==> config.mk <==
export PLATFORM = sky130hd
export DESIGN_NAME = uart_tx_arbiter
export DESIGN_NICKNAME = d
export VERILOG_FILES = /design/src/rtl/uart_tx_arbiter.sv
export SDC_FILE = /design/constraint.sdc
export NUM_CORES = 1
export LEC_CHECK = 0
export CAP_MARGIN = 20
export CORE_MARGIN = 5
export CORE_UTILIZATION = 40
export CTS_CLUSTER_DIAMETER = 100
export DETAILED_ROUTE_END_ITERATION = 10
export PLACE_DENSITY = 0.74
export SETUP_SLACK_MARGIN = 0.3
export SLEW_MARGIN = 20
export SYNTH_ARGS = -nofsm -noshare
export SYNTH_HDL_FRONTEND = slang
export SYNTH_SLANG_ARGS = --single-unit
==> constraint.sdc <==
create_clock -name iClk -period 2.8 [get_ports iClk]
set_input_delay 0.84 -clock iClk [delete_from_list [all_inputs] [get_ports iClk]]
set_output_delay 0.84 -clock iClk [all_outputs]
set_load 0.05 [all_outputs]
==> src/rtl/uart_tx_arbiter.sv <==
// uart_tx_arbiter: message-level round-robin arbiter sharing one UART Tx
// between NUM_REQ byte-stream sources. A requester is granted for a whole
// message. Each byte is started on the UART and acknowledged once the UART
// reports done.
// Optional per-byte watchdog: define UART_ARB_TIMEOUT_EN.
module uart_tx_arbiter #(
  parameter int NUM_REQ     = 3,
  parameter int TIMEOUT_CYC = 2_000_000
) (
  input  logic                 iClk,
  input  logic                 iRst,
  input  logic [NUM_REQ-1:0]   iReq,
  input  logic [8*NUM_REQ-1:0] iData,
  input  logic [NUM_REQ-1:0]   iLast,
  output logic [NUM_REQ-1:0]   oAck,
  output logic [NUM_REQ-1:0]   oGrant,
  output logic                 oArb_Busy,
  output logic                 oTx_Start,
  output logic [7:0]           oTx_Data,
  input  logic                 iTx_Busy,
  input  logic                 iTx_Done,
  output logic                 oErr
);

  localparam int          SW = (NUM_REQ > 1) ? $clog2(NUM_REQ) : 1;
  localparam int unsigned NR = NUM_REQ;

  if (NUM_REQ < 2 || NUM_REQ > 8 || TIMEOUT_CYC < 2) begin : gBadParams
    $error("uart_tx_arbiter: parameter out of range");
  end

  typedef enum logic [1:0] {IDLE, SEND, WAIT} state_t;

  state_t             state;
  logic [SW-1:0]      sel;
  logic [SW-1:0]      ptr;
  logic [SW-1:0]      nextSel;
  logic [31:0]        ptrExt;
  logic               lastQ;
  logic               selReq;
  logic               selLast;
  logic [7:0]         selData;
  logic [NUM_REQ-1:0] selOneHot;

  assign ptrExt    = 32'(ptr);
  assign selOneHot = NUM_REQ'(1) << sel;

  // Round-robin pick. Descending scans let the lowest index win.
  // Indices above ptr are scanned last, so they take precedence over the
  // wrapped-around indices at or below ptr.
  always_comb begin
    nextSel = '0;
    for (int unsigned j = 0; j < NR; j++) begin
      if (iReq[NR-1-j] && ((NR - 1 - j) <= ptrExt)) nextSel = SW'(NR - 1 - j);
    end
    for (int unsigned j = 0; j < NR; j++) begin
      if (iReq[NR-1-j] && ((NR - 1 - j) > ptrExt)) nextSel = SW'(NR - 1 - j);
    end
  end

  // Route the granted requester's request, byte and last flag.
  always_comb begin
    selReq  = 1'b0;
    selLast = 1'b0;
    selData = '0;
    for (int unsigned i = 0; i < NR; i++) begin
      if (32'(sel) == i) begin
        selReq  = iReq[i];
        selLast = iLast[i];
        selData = iData[8*i +: 8];
      end
    end
  end

`ifdef UART_ARB_TIMEOUT_EN
  localparam int CW = (TIMEOUT_CYC > 2) ? $clog2(TIMEOUT_CYC) : 1;
  logic [CW-1:0] cnt;
`else
  assign oErr = 1'b0;
`endif

  // Arbitration / byte-handshake state machine with registered outputs.
  always_ff @(posedge iClk or posedge iRst) begin
    if (iRst) begin
      state     <= IDLE;
      sel       <= '0;
      ptr       <= SW'(NR - 1);
      lastQ     <= 1'b0;
      oGrant    <= '0;
      oAck      <= '0;
      oArb_Busy <= 1'b0;
      oTx_Start <= 1'b0;
      oTx_Data  <= '0;
`ifdef UART_ARB_TIMEOUT_EN
      oErr      <= 1'b0;
      cnt       <= '0;
`endif
    end else begin
      oAck      <= '0;
      oTx_Start <= 1'b0;
`ifdef UART_ARB_TIMEOUT_EN
      oErr      <= 1'b0;
`endif
      case (state)
        IDLE: begin
          if (|iReq) begin
            sel       <= nextSel;
            oGrant    <= NUM_REQ'(1) << nextSel;
            oArb_Busy <= 1'b1;
            state     <= SEND;
          end
        end
        SEND: begin
          if (!selReq) begin
            oGrant    <= '0;
            ptr       <= sel;
            oArb_Busy <= 1'b0;
            state     <= IDLE;
          end else if (!iTx_Busy) begin
            oTx_Data  <= selData;
            lastQ     <= selLast;
            oTx_Start <= 1'b1;
`ifdef UART_ARB_TIMEOUT_EN
            cnt       <= '0;
`endif
            state     <= WAIT;
          end
        end
        WAIT: begin
          if (iTx_Done) begin
            oAck <= selOneHot;
            if (lastQ) begin
              oGrant    <= '0;
              ptr       <= sel;
              oArb_Busy <= 1'b0;
              state     <= IDLE;
            end else begin
              state <= SEND;
            end
          end
`ifdef UART_ARB_TIMEOUT_EN
          else if (cnt == CW'(TIMEOUT_CYC - 1)) begin
            oErr      <= 1'b1;
            oGrant    <= '0;
            ptr       <= sel;
            oArb_Busy <= 1'b0;
            state     <= IDLE;
          end else begin
            cnt <= cnt + CW'(1);
          end
`endif
        end
        default: state <= IDLE;
      endcase
    end
  end

endmodule
==> impl_metrics.yaml <==
yosys:
  synth_area_per_cell_sq_um: 10.7
  syn_nets: 164
  ys_seq_elements: 23
  async_reset_ff_frac: 1.00
  synthCells: 125
  synthFlopType: "dfrtp_1"
  ys_warn_count: 0
  yosysSeqAreaShare: 0.431
  synth.distinct_cells: 30
  synth_edf_count: 0
  syn_area_sq_mm: 0.00134
timing:
  fin_crit_ps: 2370
  fmax_mhz: 422
  hold_violations: 0
  setup_slack_ps: 431
  clock-skew-final_ps: 2.67
  rsz0062_at_grt: "no"
  drv_slew: 0
  finalCritPeriodShare: 0.846
  worst_pin_slew_ps: 514
  maxSlewHeadroom: 0.656
  setup_tns_ps: 0
  setup_viol: 0
route:
  wl_met3_microns: 308
  topRoutingLayerUsed: "met4"
  drtIter0Drc: 65
  via_per_inst: 5.00
  wl_met2_microns: 1610
  routedLengthMet1_microns: 1290
  wire_per_inst_microns: 14.6
  vias: 1114
  drtPass1Iterations: 6
  wl_microns: 3260
  drtAntennaViolNets: 0
  drc: 0
die:
  start_util: 0.408
  num_io_pins: 51
  die_y_microns: 67.9
  core_sq_mm: 0.00328
  dieArea_sq_mm: 0.00460
  fp-row-count: 21
  fp.dieW_microns: 67.9
setup_path:
  cp.required_ps: 3010
  cpPeakStageDelay_ps: 580
  path_class: "in2reg"
  path_buf_inv: 1
  crit_family: "buffers and inverters"
  critPathMaxFanout: 11
  crit_slowest_cell: "clkdlybuf4s50_1"
  path_cells: "clkdlybuf4s50_1, mux2_4, a32o_1, nor2b_4, mux2_2"
  arrival_ps: 2580
  crit_path_start_kind: "primary input"
  cp-end-kind: "register"
cts:
  clk_pin_slew_ps: 120
  root_buffer: "clkbuf_4"
  clockBufferDepth: 2
  cts_tree: "done"
  clock_latency_ps: 310
  clock-sinks: 23
  post_cts_resize_count: 0
  cts_hold_buf: 0
  cts_setup_buffers: 0
  cts_buffers: 3
  htree_levels: 1
placement:
  place_hpwl_microns: 2560
  io_buffers: 49
  placed_cell_area_sq_mm: 0.00188
  place_ws_ps: 104
  gp_congestion: 0.885
global_routing:
  grt_pass1_wl_microns: 5160
  grt_max_degree: 24
  grt_util_all_layers: 0.148
  first_global_vias: 1153
  grt.overflow.total: 0
  antenna_found_initial: 0
hold_path:
  hp-class: "reg2reg"
finish:
  final_layout_size_suffix_gt1_frac: 0.147
  final_util: 0.581
  n_antenna_cell: 0
  fill_cells: 276
  finalNetCount: 217
  area_growth_pct: 42.6
  design_area_sq_mm: 0.00191
pwr:
  p_leak_nw: 0.835
  powerDensity_mw_per_mm2: 1030
  peakVddDrop_mv: 0.345
run_status:
  outcome: "finished clean"
flow_run:
  drv_cap: 0
[worst paths after layout]
check,start,endpoint,slack [ps],depth (start not counted)
setup / recovery,iReq[0],oTx_Data[2]$_DFFE_PP0P_,430,5
hold / removal,oTx_Data[2]$_DFFE_PP0P_,oTx_Data[2]$_DFFE_PP0P_,520,1
setup reg to reg,sel[1]$_DFFE_PP0P_,oTx_Data[2]$_DFFE_PP0P_,780,6
hold reg to reg,oTx_Data[2]$_DFFE_PP0P_,oTx_Data[2]$_DFFE_PP0P_,520,1
max in group asynchronous,iRst,ptr[1]$_DFFE_PP1P_,1660,3
min in group asynchronous,iRst,oGrant[2]$_DFFE_PP0P_,860,3
[report_power, final]
group / leakage (nW) / total [mW] / switching, mW / internal (mW)
Clock: 0.0177 / 0.153 / 0.0999 / 0.0534
Sequential: 0.290 / 0.561 / 0.0915 / 0.470
Combinational: 0.527 / 1.24 / 0.691 / 0.553
[layout by cell type (no fill, tap or decap), types with 5 or more instances in the layout]
| master | n |
|---|---|
| clkdlybuf4s50_1 | 49 |
| a21oi_1 | 6 |
| inv_1 | 8 |
| dfrtp_1 | 22 |
| mux2_4 | 8 |
| mux2_2 | 5 |
| buf_4 | 5 |
| ha_1 | 5 |
| mux2i_1 | 13 |
| o21ai_0 | 10 |
| nand2_1 | 15 |
| nor2b_1 | 5 |
[cell type report]
cell class / instances / area, sq um / area share
Clock buffer: 3 / 22.5 / 0.0118
Clock inverter: 1 / 5.00 / 0.00262
Inverter: 8 / 30.0 / 0.0157
Multi-Input combinational cell: 88 / 689 / 0.361
Sequential cell: 23 / 577 / 0.302
Tap cell: 46 / 57.6 / 0.0301
Timing Repair Buffer: 54 / 528 / 0.277
[stage by stage]
stage,power [mW],hold slack (ps),cells
finish,1.96,519,223
detailed placement,1.82,495,219
global route,2.08,538,223
floorplan,1.45,520,125
global placement,1.78,488,219
CTS,1.97,525,223
[cell usage after synthesis (2+ instances only)]
cell       n  area, sq um
nor2b_1    5         31.3
inv_1      8         30.0
buf_6      2         22.5
nand3_1    3         15.0
clkbuf_1   2         7.51
mux2_2     5         56.3
o22ai_1    2         12.5
mux2i_1   13          130
nand2_1   15         56.3
nand3b_1   2         15.0
ha_1       5         62.6
dfrtp_1   22          551
o21ai_0   10         50.1
a21oi_1    6         30.0
nor2_1     3         11.3
mux2_4     8          120
[state kept, by name (all words and copies together), names as in the netlist]
register   flops
oArb_Busy      1
sel            2
oTx_Start      1
state          2
oAck           3
ptr            2
lastQ          1
oTx_Data       8
oGrant         3
[routing by layer]
metal / vias to the layer above / GRT usage
met2: 41 / 0.266
met4: 0 / 0.0596
met1: 537 / 0.169
li1: 532 / -
met3: 4 / 0.0328
met5: - / 0
[logic make-up (layout without fill, tap and decap cells)]
kind of cell               count (synthesis)  after routing  share of synthesized area
and+or+nand+nor                           35             35                      0.148
muxes                                     26             26                      0.229
DFF                                       23             23                      0.431
AOI/OAI and AO/OA                         21             21                     0.0888
buffers and inverters                     14             66                     0.0542
adders and majority gates                  5              5                     0.0467
other                                      1              1                    0.00280
No activity file was read; power rests on OpenSTA's default activity.
